$ cat src/rtl/branch_sequencer.sv
// -----------------------------------------------------------------------------
// branch_sequencer
//
// Control-step sequencer for the conditional-branch instruction class
// (brzr / brnz / brpl / brmi) of the single-bus CPU datapath. It walks the
// fetch/execute sequence IDLE -> T0 .. T6, emits every datapath strobe, holds
// T1 until memory signals completion, and evaluates the CON flip-flop
// internally from the bus during T3. PCin is asserted in T6 only when the
// branch is taken.
//
// Parameters
//   DATA_WIDTH  bus width used for the CON evaluation (legal 20..64)
//   BR_OPCODE   value of ir[31:27] that identifies a branch
//   STAT_WIDTH  width of each statistics counter (only with BRANCH_STATS_EN)
//
// Ports
//   Clock           in   system clock, rising-edge active
//   Clear           in   asynchronous active-low reset
//   run             in   start a fetch from IDLE / continue after T6
//   mem_ready       in   memory read-complete handshake, sampled in T1
//   ir[31:0]        in   instruction register, valid from T3
//   bus[DW-1:0]     in   datapath bus, carries R[Ra] during T3
//   ctrl[15:0]      out  strobes, bit 15..0: PCout, MARin, IncPC, Zlowin,
//                        Zlowout, PCin, Read, MDRin, MDRout, IRin, Gra, Rout,
//                        CONin, Yin, Cout, ADD
//   con_out         out  CON flip-flop value
//   step[2:0]       out  state encoding: IDLE=0, T0..T6=1..7
//   unsupported     out  one-cycle pulse in T3 for a non-branch opcode
//   taken_count     out  saturating count of taken branches    (stats only)
//   nottaken_count  out  saturating count of not-taken branches (stats only)
//
// Optional feature
//   Define the macro BRANCH_STATS_EN to add the taken/not-taken counters and
//   their ports. Without it the block behaves identically minus the counters.
// -----------------------------------------------------------------------------
module branch_sequencer #(
    parameter int         DATA_WIDTH = 32,
    parameter logic [4:0] BR_OPCODE  = 5'b10010,
    parameter int         STAT_WIDTH = 16
) (
    input  logic                  Clock,
    input  logic                  Clear,
    input  logic                  run,
    input  logic                  mem_ready,
    input  logic [31:0]           ir,
    input  logic [DATA_WIDTH-1:0] bus,
    output logic [15:0]           ctrl,
    output logic                  con_out,
    output logic [2:0]            step,
    output logic                  unsupported
`ifdef BRANCH_STATS_EN
    ,
    output logic [STAT_WIDTH-1:0] taken_count,
    output logic [STAT_WIDTH-1:0] nottaken_count
`endif
);

    // Strobe bit positions within ctrl.
    localparam int B_PCOUT   = 15;
    localparam int B_MARIN   = 14;
    localparam int B_INCPC   = 13;
    localparam int B_ZLOWIN  = 12;
    localparam int B_ZLOWOUT = 11;
    localparam int B_PCIN    = 10;
    localparam int B_READ    = 9;
    localparam int B_MDRIN   = 8;
    localparam int B_MDROUT  = 7;
    localparam int B_IRIN    = 6;
    localparam int B_GRA     = 5;
    localparam int B_ROUT    = 4;
    localparam int B_CONIN   = 3;
    localparam int B_YIN     = 2;
    localparam int B_COUT    = 1;
    localparam int B_ADD     = 0;

    // Encoding doubles as the externally visible step number.
    typedef enum logic [2:0] {
        S_IDLE = 3'd0,
        S_T0   = 3'd1,
        S_T1   = 3'd2,
        S_T2   = 3'd3,
        S_T3   = 3'd4,
        S_T4   = 3'd5,
        S_T5   = 3'd6,
        S_T6   = 3'd7
    } state_t;

    state_t state_q, state_d;
    logic   con_q, con_d;

    logic   is_branch;
    logic   bus_zero;
    logic   bus_neg;
    logic   con_eval;

    // Only the opcode and the condition field of ir are decoded here.
    logic   unused_ir_bits;
    assign unused_ir_bits = ^{ir[26:21], ir[18:0]};

    // -------------------------------------------------------------------------
    // Condition evaluation from the bus (R[Ra] during T3)
    // -------------------------------------------------------------------------
    assign is_branch = (ir[31:27] == BR_OPCODE);
    assign bus_zero  = (bus == '0);
    assign bus_neg   = bus[DATA_WIDTH-1];

    always_comb begin
        con_eval = 1'b0;
        case (ir[20:19])
            2'b00:   con_eval = bus_zero;    // brzr
            2'b01:   con_eval = !bus_zero;   // brnz
            2'b10:   con_eval = !bus_neg;    // brpl, zero counts as plus
            default: con_eval = bus_neg;     // brmi
        endcase
    end

    // -------------------------------------------------------------------------
    // Next state and strobe decode.
    // ctrl is decoded from the registered state rather than registered itself:
    // the T1 strobes Zlowout/PCin must follow mem_ready within the same cycle,
    // and the reset state (IDLE) decodes to all-zero strobes, so an async
    // Clear drops every strobe immediately.
    // -------------------------------------------------------------------------
    always_comb begin
        state_d     = state_q;
        con_d       = con_q;
        ctrl        = '0;
        unsupported = 1'b0;

        case (state_q)
            S_IDLE: begin
                if (run) state_d = S_T0;
            end

            S_T0: begin
                ctrl[B_PCOUT]  = 1'b1;
                ctrl[B_MARIN]  = 1'b1;
                ctrl[B_INCPC]  = 1'b1;
                ctrl[B_ZLOWIN] = 1'b1;
                state_d        = S_T1;
            end

            S_T1: begin
                // Read/MDRin stay up for the whole wait; the PC update from Z
                // happens only in the completing cycle.
                ctrl[B_READ]  = 1'b1;
                ctrl[B_MDRIN] = 1'b1;
                if (mem_ready) begin
                    ctrl[B_ZLOWOUT] = 1'b1;
                    ctrl[B_PCIN]    = 1'b1;
                    state_d         = S_T2;
                end
            end

            S_T2: begin
                ctrl[B_MDROUT] = 1'b1;
                ctrl[B_IRIN]   = 1'b1;
                state_d        = S_T3;
            end

            S_T3: begin
                if (is_branch) begin
                    ctrl[B_GRA]   = 1'b1;
                    ctrl[B_ROUT]  = 1'b1;
                    ctrl[B_CONIN] = 1'b1;
                    con_d         = con_eval;
                    state_d       = S_T4;
                end else begin
                    // Not ours: abandon the instruction, leave CON alone.
                    unsupported = 1'b1;
                    state_d     = run ? S_T0 : S_IDLE;
                end
            end

            S_T4: begin
                ctrl[B_PCOUT] = 1'b1;
                ctrl[B_YIN]   = 1'b1;
                state_d       = S_T5;
            end

            S_T5: begin
                // Z = PC + 1 + sign-extended C offset.
                ctrl[B_COUT]   = 1'b1;
                ctrl[B_ADD]    = 1'b1;
                ctrl[B_ZLOWIN] = 1'b1;
                state_d        = S_T6;
            end

            S_T6: begin
                ctrl[B_ZLOWOUT] = 1'b1;
                ctrl[B_PCIN]    = con_q;
                state_d         = run ? S_T0 : S_IDLE;
            end

            default: begin
                state_d = S_IDLE;
            end
        endcase
    end

`ifdef BRANCH_STATS_EN
    // -------------------------------------------------------------------------
    // Taken / not-taken statistics. T6 always lasts exactly one cycle, so
    // every cycle spent in T6 is one branch completion.
    // -------------------------------------------------------------------------
    logic [STAT_WIDTH-1:0] taken_q, taken_d;
    logic [STAT_WIDTH-1:0] nottaken_q, nottaken_d;

    always_comb begin
        taken_d    = taken_q;
        nottaken_d = nottaken_q;
        if (state_q == S_T6) begin
            if (con_q) begin
                if (taken_q != '1) taken_d = taken_q + 1'b1;
            end else begin
                if (nottaken_q != '1) nottaken_d = nottaken_q + 1'b1;
            end
        end
    end

    assign taken_count    = taken_q;
    assign nottaken_count = nottaken_q;
`else
    localparam int unused_stat_width = STAT_WIDTH;
`endif

    // -------------------------------------------------------------------------
    // State registers
    // -------------------------------------------------------------------------
    always_ff @(posedge Clock or negedge Clear) begin
        if (!Clear) begin
            state_q    <= S_IDLE;
            con_q      <= 1'b0;
`ifdef BRANCH_STATS_EN
            taken_q    <= '0;
            nottaken_q <= '0;
`endif
        end else begin
            state_q    <= state_d;
            con_q      <= con_d;
`ifdef BRANCH_STATS_EN
            taken_q    <= taken_d;
            nottaken_q <= nottaken_d;
`endif
        end
    end

    assign step    = state_q;
    assign con_out = con_q;

endmodule
$ cat config.mk
export PLATFORM = sky130hd
export DESIGN_NAME = branch_sequencer
export DESIGN_NICKNAME = d
export VERILOG_FILES = /design/src/rtl/branch_sequencer.sv
export SDC_FILE = /design/constraint.sdc
export NUM_CORES = 1
export LEC_CHECK = 0
export ABC_CLOCK_PERIOD_IN_PS = 5000
export CAP_MARGIN = 20
export CORE_ASPECT_RATIO = 1.5
export CORE_MARGIN = 8
export CORE_UTILIZATION = 21
export DETAILED_ROUTE_END_ITERATION = 6
export PLACE_DENSITY = 0.83
export SLEW_MARGIN = 20
export SYNTH_ARGS = -nofsm -noshare
export SYNTH_HDL_FRONTEND = slang
export SYNTH_SLANG_ARGS = --single-unit
$ cat constraint.sdc
create_clock -name Clock -period 5 [get_ports Clock]
set_clock_uncertainty 0.2 [all_clocks]
set_input_delay 1 -clock Clock [delete_from_list [all_inputs] [get_ports Clock]]
set_output_delay 1 -clock Clock [all_outputs]
set_load 0.1 [all_outputs]
* After elaboration in Yosys (flattened, before gate mapping)
Index checks and enable logic that the tools add are counted.
** Word-level totals
- Register bits :: 4
- Input bits :: 68
- Logic and storage cells :: 42
** Operators by class
- Eq/ne operators :: 12
- Muxes and demuxes :: 19
- Reduce and logical (&&, ||, !) cells :: 9
** Operator list (count)
- logical NOT 32 bit :: 1
- case mux 3 bit (8 select lines) :: 1
- 2-to-1 mux 3 bit :: 5
- equality test 3 bit (second input constant) :: 4
- 2-to-1 mux 2 bit :: 5
- equality test 3 x 2 -> 1 bit (second input constant) :: 2
- 2-to-1 mux 1 bit :: 6
- equality test 5 bit (second input constant) :: 1
- != test 2 bit (second input constant) :: 2
- case mux 2 bit (2 select lines) :: 1
- AND reduction 2 bit :: 2
- OR reduction 2 bit :: 2
- equality test 3 x 1 -> 1 bit (second input constant) :: 1
- logical NOT 3 bit :: 1
- case mux 1 bit (3 select lines) :: 1
- equality test 2 x 1 -> 1 bit (second input constant) :: 1
- equality test 2 bit (second input constant) :: 1
- logical NOT 1 bit :: 2
- logical NOT 2 bit :: 1

* Depth between registers and ports, before layout
Gate-level depths: netlist (run 1).
- Depth after elaboration :: 3
- Gate-level depth with buffers :: 6
- Gate-level depth less buffers :: 6

* Worst setup path after synthesis (run 1)
Ideal clock, no wire load.
- Path type :: flip-flop to output port
- From :: reg state_q[1], in the netlist step[1]
- To :: out ctrl[10]
- Data arrival time :: 3.735 ns
- Data required time :: 3.800 ns
- Setup slack :: 0.065 ns
- Stages on the path, launching flop included :: 4
- Path buffers :: 0
- Cells stage by stage :: dfrtp_1 > ha_1 > nor2b_1 > a32o_1
** On the way
- Longest elaborated chain between the ends :: 2
- Elaborated cells on any way between the ends :: 3
- Classes of those cells :: 2 x eq/ne; 1 x mux
** Ends and longest elaborated chain
- start: declaration :: line 88 : state_t state_q, state_d;
- start signal: assignment :: line 239 : state_q <= state_d;
- equality test 3 bit or equality test 3 x 2 -> 1 bit (tied branches) :: line 130 : case (state_q)
- case mux 2 bit (2 select lines) * :: line 130
- end: declaration :: line 47 : output logic [15:0] ctrl,
Mark *: on every way between the ends. The rest lies on a longest branch, timed or not.

* Worst setup path after layout (run 1)
- From :: in ir[27]
- To :: out ctrl[5]
** On the way
- Longest elaborated chain between the ends :: 3
** Ends and longest elaborated chain
- start: declaration :: line 45 : input logic [31:0] ir,
- equality test 5 bit :: line 103 : assign is_branch = (ir[31:27] == BR_OPCODE);
- 2-to-1 mux 3 bit :: line 162 : if (is_branch) begin
- 2-to-1 mux 3 bit :: line 130
No other way between the ends.

==> results of run 1 <==
==> per-layer routing <==
layer  part of all wire  global-route usage  vias up
li1                   -                   -      330
met1               0.33              0.0938      303
met2               0.46               0.172       57
met3               0.20              0.0680        4
met4              0.013              0.0412        0
met5                  0                   0        -
==> power by group through the flow <==
stage / Combinational, mW / Clock, mW / Sequential, mW
finish: 0.676 / 0.0400 / 0.0642
global route: 0.701 / 0.0435 / 0.0663
CTS: 0.680 / 0.0417 / 0.0642
global placement: 0.672 / 0 / 0.0633
floorplan: 0.462 / 0 / 0.139
detailed placement: 0.679 / 0 / 0.0644
==> cell usage after synthesis, types with 2 or more instances <==
cell type and number:
buf_4 6, nand4_1 2, nand2b_1 2, or2_2 2
nand2_1 3, dfrtp_1 4, a21oi_1 3, nor4_1 7
nor2b_1 3, and2_1 2, nor3_1 2, ha_1 5
inv_1 4
==> final cells by class <==
type                            instances  area, um2  share of cell area
Tap cell                               23       28.8              0.0264
Timing Repair Buffer                   63        616               0.565
Sequential cell                         4        100              0.0918
Clock buffer                            3       22.5              0.0207
Inverter                                4       15.0              0.0138
Multi-Input combinational cell         43        308               0.282
==> per-stage QoR <==
step	total power [mW]	area (um2)	util	cells	hold slack (ns)
floorplan	0.601	472	-	58	0.504
global placement	0.735	1070	0.489	137	0.327
detailed placement	0.744	1070	0.489	137	0.349
CTS	0.786	1090	0.500	140	0.361
global route	0.811	1090	0.500	140	0.389
finish	0.780	1090	0.500	140	0.357
==> tightest hold or removal path: stages (launching register included) <==
cell and delay, ns:
dfrtp_1 0.38, nand2_1 0.06, o21ai_1 0.07
==> sequential cells by signal, indices dropped and copies added (netlist names) <==
name	flops
step	3
con_out	1
==> placed cells by master, fill, tap and decap left out <==
| master | Yosys | final |
|---|---|---|
| nand2b_1 | 2 | 2 |
| nor2_1 | 1 | 1 |
| nand3_1 | 1 | 1 |
| mux2_2 | 1 | 1 |
| a21oi_1 | 3 | 3 |
| nand4_1 | 2 | 2 |
| ha_1 | 5 | 5 |
| clkdlybuf4s50_1 | 0 | 57 |
| o32ai_1 | 1 | 1 |
| clkbuf_4 | 0 | 3 |
| nor4_1 | 7 | 7 |
| a32oi_1 | 1 | 1 |
| nand2_1 | 3 | 3 |
| o21ai_1 | 1 | 1 |
| nor2b_1 | 3 | 3 |
| dfrtp_1 | 4 | 4 |
| nor3_1 | 2 | 2 |
| o41a_1 | 1 | 1 |
| buf_4 | 6 | 6 |
| nor4b_1 | 1 | 1 |
| inv_1 | 4 | 4 |
| a22o_1 | 1 | 1 |
| a32o_1 | 1 | 1 |
| xnor2_1 | 1 | 1 |
| a31oi_1 | 1 | 1 |
| and2_1 | 2 | 2 |
| or2_2 | 2 | 2 |
==> cells by family after synthesis <==
logic type,count (synthesis),synth area share
simple gates,26,0.321
buf+inv,11,0.135
compound gates,10,0.156
fa+ha+maj,5,0.133
flops,4,0.212
xor+xnor,1,0.0186
mux,1,0.0239
==> worst max-delay path by stage <==
stage          endpoint  slack [ns]  cells after the start
2_1_floorplan  ctrl[10]        0.07                      3
3_3_place_gp    ctrl[3]        1.25                      5
3_5_place_dp    ctrl[3]        1.23                      5
4_1_cts         ctrl[3]        1.23                      5
5_1_grt         ctrl[4]        1.11                      5
6_report        ctrl[5]        1.26                      5
==> impl_metrics.py, run 1 <==
metrics = {
    "run_status": {
        "status": "complete, no violations",
    },
    "logic_synthesis": {
        "synth_top_cell_by_area": "dfrtp_1",
        "netlist_area_um2": 472,
        "synth_cell_types": 26,
        "async_reset_ff_frac": 1.00,
        "yosys_warnings": 0,
        "yosysSeqAreaShare": 0.212,
        "ys.flop_type": "dfrtp_1",
        "synthCells": 58,
        "synthTopCellsByArea": "dfrtp_1 (21%), ha_1 (13%), buf_4 (9.5%)",
        "avgSynthCellArea_um2": 8.13,
        "synth_edf_count": 0,
        "yosys_register_bits": 4,
        "syn-num-nets": 131,
        "synth_top_area_share": 0.212,
    },
    "die": {
        "die_y_um": 74.0,
        "start_util": 0.216,
        "die_w_um": 54.7,
        "ios": 89,
        "core_area_mm2": 0.00218,
        "dieArea_mm2": 0.00405,
        "rows": 21,
    },
    "critical_path": {
        "reg2regPathDepth": 5,
        "timing.rr.end": "step[2]$_DFFE_PN0P_",
        "start_kind": "input port",
        "crit_required_ns": 3.80,
        "r2r_start": "step[0]$_DFFE_PN0P_",
        "crit_slowest_cell": "clkdlybuf4s50_1",
        "slowest_delay_ns": 0.40,
        "path_class": "in2out",
        "cp_max_fo": 4,
        "critPathTopFamily": "buffers and inverters",
        "critical_path_arrival_ns": 2.54,
        "crit_start": "ir[27]",
        "r2r_slack_ns": 3.19,
        "critical_path_buf_inv_count": 3,
        "end_kind": "primary output",
        "worstPathCellList": "clkdlybuf4s50_1 -> nor4b_1 -> nand4_1 -> inv_1 -> buf_4",
    },
    "cts": {
        "cts.sinks": 4,
        "cts_tree": "yes",
        "post_cts_resized": 0,
        "post_cts_buffers": 0,
        "cts_hold_buf": 0,
        "htree_levels": 1,
        "clk_path_buf_depth": 2,
        "clk_pin_slew_ns": 0.04,
        "clock_latency_ns": 0.23,
        "cts_buffers": 3,
        "root_buffer": "clkbuf_4",
    },
    "sta": {
        "max_clock_freq_mhz": 268,
        "tns_ns": 0,
        "setup_slack_ns": 1.26,
        "hold_viol": 0,
        "final_max_slew_viol_count": 0,
        "finalCritPeriodShare": 0.747,
        "worst_pin_slew_ns": 0.982,
        "max_slew_margin": 0.344,
        "period_minus_slack_ns": 3.74,
        "setup_viol_count_final": 0,
        "rsz0062_at_grt": "false",
    },
    "routing": {
        "avgViaCountPerCell": 4.96,
        "firstDrtPassIters": 4,
        "wire_per_inst_um": 14.4,
        "drc_errors": 0,
        "ant_nets": 0,
        "totalWireLength_mm": 2.01,
        "via_count": 694,
        "first_iter_violations": 6,
    },
    "pwr": {
        "p_leak_nw": 0.442,
        "sequentialPowerShare": 0.082,
        "ir_worst_vdd_uv": 408,
        "swShare": 0.686,
        "power_frac_comb": 0.866,
        "power.density_mw_per_mm2": 716,
        "intPower_mw": 0.245,
        "netSwitchingPower_mw": 0.535,
        "pwr-share-clk": 0.051,
    },
    "worst_hold_path": {
        "hold_depth": 2,
        "worstHoldEndpoint": "con_out$_DFFE_PN0P_",
        "min-delay-path-class": "reg2reg",
        "hp-start": "con_out$_DFFE_PN0P_",
    },
    "global_route": {
        "grt_pass1_vias": 789,
        "grt_pass1_wl_mm": 3.20,
        "grt_use_total": 0.103,
        "grt-ovfl-total": 0,
        "grt_max_degree": 13,
        "antenna_found_initial": 0,
    },
    "cells_and_area": {
        "nFillCells": 206,
        "fin_nets": 192,
        "syn_to_final_growth_pct": 131,
        "n_antenna_cell": 0,
        "drive_above_1_share": 0.103,
    },
    "placed_design": {
        "io_buffers": 63,
        "dp_slack_ns": 1.23,
        "place_congestion": 0.808,
    },
    "job": {
        "max-cap-violations": 0,
    },
}
No activity file was read; power rests on OpenSTA's default activity.
==> inputs of run 2 (changes only) <==
Settings changed: ABC_CLOCK_PERIOD_IN_PS 5000 to 3400, CORE_UTILIZATION 21 to 18, PLACE_DENSITY 0.83 to 0.75.
Clock period 5 ns to 3.4 ns, I/O delays scaled along.
==> run 2 against run 1 <==
Net effect: largest cell class unchanged; highest routed layer is now met3; design area grew 4.0%; flip-flop and latch count is the same; core utilization shrank 4.2 points; worst hold slack lost 0.023 ns; total power grew 48%; sequential share of layout area shrank 0.35 points; combinational power grew 48%; critical path depth is the same.
==> impl_metrics.py, run 2 (synthesis gave the netlist of run 1 again) <==
metrics = {
    "run_status": {
        "status": "complete, no violations",
    },
    "critical_path": {
        "timing.rr.end": "step[2]$_DFFE_PN0P_",
        "r2r_start": "step[0]$_DFFE_PN0P_",
        "reg2regPathDepth": 5,
        "end_kind": "primary output",
        "crit_path_end": "ctrl[4]",
        "r2r_slack_ns": 1.53,
        "crit_start": "ir[27]",
        "critical_path_arrival_ns": 2.35,
        "path_class": "in2out",
        "crit_required_ns": 2.52,
        "cp_max_fo": 4,
        "start_kind": "input port",
    },
    "global_route": {
        "grt_max_degree": 13,
        "grt_use_total": 0.0895,
        "grt_pass1_vias": 782,
        "antenna_found_initial": 0,
        "grt-ovfl-total": 0,
        "grt_pass1_wl_mm": 3.28,
    },
    "cts": {
        "htree_levels": 1,
        "post_cts_buffers": 0,
        "cts_hold_buf": 0,
        "clk_pin_slew_ns": 0.04,
        "cts_buffers": 3,
        "clock_latency_ns": 0.23,
        "clk_path_buf_depth": 2,
        "post_cts_resized": 0,
        "root_buffer": "clkbuf_4",
        "cts_tree": "yes",
        "cts.sinks": 4,
    },
    "sta": {
        "final_max_slew_viol_count": 0,
        "max_slew_margin": 0.668,
        "max_clock_freq_mhz": 310,
        "period_minus_slack_ns": 3.23,
        "finalCritPeriodShare": 0.949,
        "hold_viol": 0,
        "rsz0062_at_grt": "false",
        "setup_slack_ns": 0.175,
        "holdWs_ns": 0.335,
        "worst_pin_slew_ns": 0.491,
        "setup_viol_count_final": 0,
    },
    "cells_and_area": {
        "final_cell_mix": "clkdlybuf4s50_1 (42), buf_4 (17), nor4_1 (7), ha_1 (5)",
        "n_antenna_cell": 0,
        "seq_area_um2": 100,
        "final_common_cell": "clkdlybuf4s50_1",
        "drive_above_1_share": 0.291,
        "finalNonFillerCells": 141,
        "nFillCells": 255,
        "fin_nets": 192,
        "multiInputGateArea_um2": 338,
        "largest_reg_flops": 3,
        "syn_to_final_growth_pct": 140,
    },
    "die": {
        "start_util": 0.190,
        "dieArea_mm2": 0.00455,
        "die_w_um": 57.8,
        "die_y_um": 78.7,
        "rows": 22,
        "ios": 89,
        "core_area_mm2": 0.00248,
    },
    "routing": {
        "ant_nets": 0,
        "wire_per_inst_um": 14.2,
        "first_iter_violations": 7,
        "drc_errors": 0,
        "firstDrtPassIters": 4,
        "via_count": 678,
        "totalWireLength_mm": 2.00,
        "avgViaCountPerCell": 4.81,
    },
    "placed_design": {
        "dpl.cell_count": 138,
        "io_buffers": 63,
        "dp_slack_ns": 0.155,
        "dp_hpwl_mm": 1.89,
        "place_congestion": 0.825,
    },
    "pwr": {
        "p_leak_nw": 0.491,
        "ir_worst_vdd_uv": 594,
        "power.density_mw_per_mm2": 1020,
    },
    "job": {
        "max-cap-violations": 0,
    },
    "worst_hold_path": {
        "min-delay-path-class": "reg2reg",
    },
}
## run 2: changes by cell type in the layout (fill, tap and decap cells not counted), moves of 3 or more
cell             before  now
buf_12                0    4
nor2b_4               0    3
clkdlybuf4s50_1      57   42
buf_4                 6   17
nor2b_1               3    0
## run 2: layout make-up
class,count,share of cell area
Clock buffer,3,0.0199
Inverter,4,0.0132
Multi-Input combinational cell,43,0.298
Sequential cell,4,0.0883
Tap cell,24,0.0265
Timing Repair Buffer,63,0.554
## run 2: how the worst min path moves through the flow
stage / startpoint / endpoint / slack [ns] / cells after the start
4_1_cts: con_out$_DFFE_PN0P_ / con_out$_DFFE_PN0P_ / 0.34 / 2
6_report: con_out$_DFFE_PN0P_ / con_out$_DFFE_PN0P_ / 0.33 / 2
2_1_floorplan: Clear / con_out$_DFFE_PN0P_ / 0.18 / 0
3_3_place_gp: con_out$_DFFE_PN0P_ / con_out$_DFFE_PN0P_ / 0.32 / 2
5_1_grt: con_out$_DFFE_PN0P_ / con_out$_DFFE_PN0P_ / 0.37 / 2
3_5_place_dp: con_out$_DFFE_PN0P_ / con_out$_DFFE_PN0P_ / 0.34 / 2
## run 2: power breakdown
group,internal (mW),total [mW],switching (mW)
Combinational,0.253,0.998,0.745
Clock,0.0394,0.0574,0.0181
Sequential,0.0665,0.0984,0.0319
## run 2: worst max-delay path, cell delays in order
cell and delay, ns:
clkdlybuf4s50_1 0.39, nor4b_1 0.48, nand4_1 0.25, inv_1 0.31, buf_12 0.22
## run 2: stage by stage
stage / setup TNS [ns] / util / power, mW / cell area, um2
final: 0 / 0.458 / 1.15 / 1130
after global routing: 0 / 0.458 / 1.21 / 1130
after CTS: 0 / 0.458 / 1.17 / 1130
after detailed placement: 0 / 0.448 / 1.11 / 1110
after global placement: 0 / 0.448 / 1.10 / 1110
after floorplan: -0.0106 / - / 0.911 / 502
## run 2: per-layer routing
metal | track usage | wire [um] | up-vias
met1 | 0.0778 | 696 | 292
met2 | 0.155 | 956 | 56
met4 | 0.0222 | 0 | 0
met3 | 0.0726 | 351 | 0
li1 | - | - | 330
met5 | 0 | 0 | -
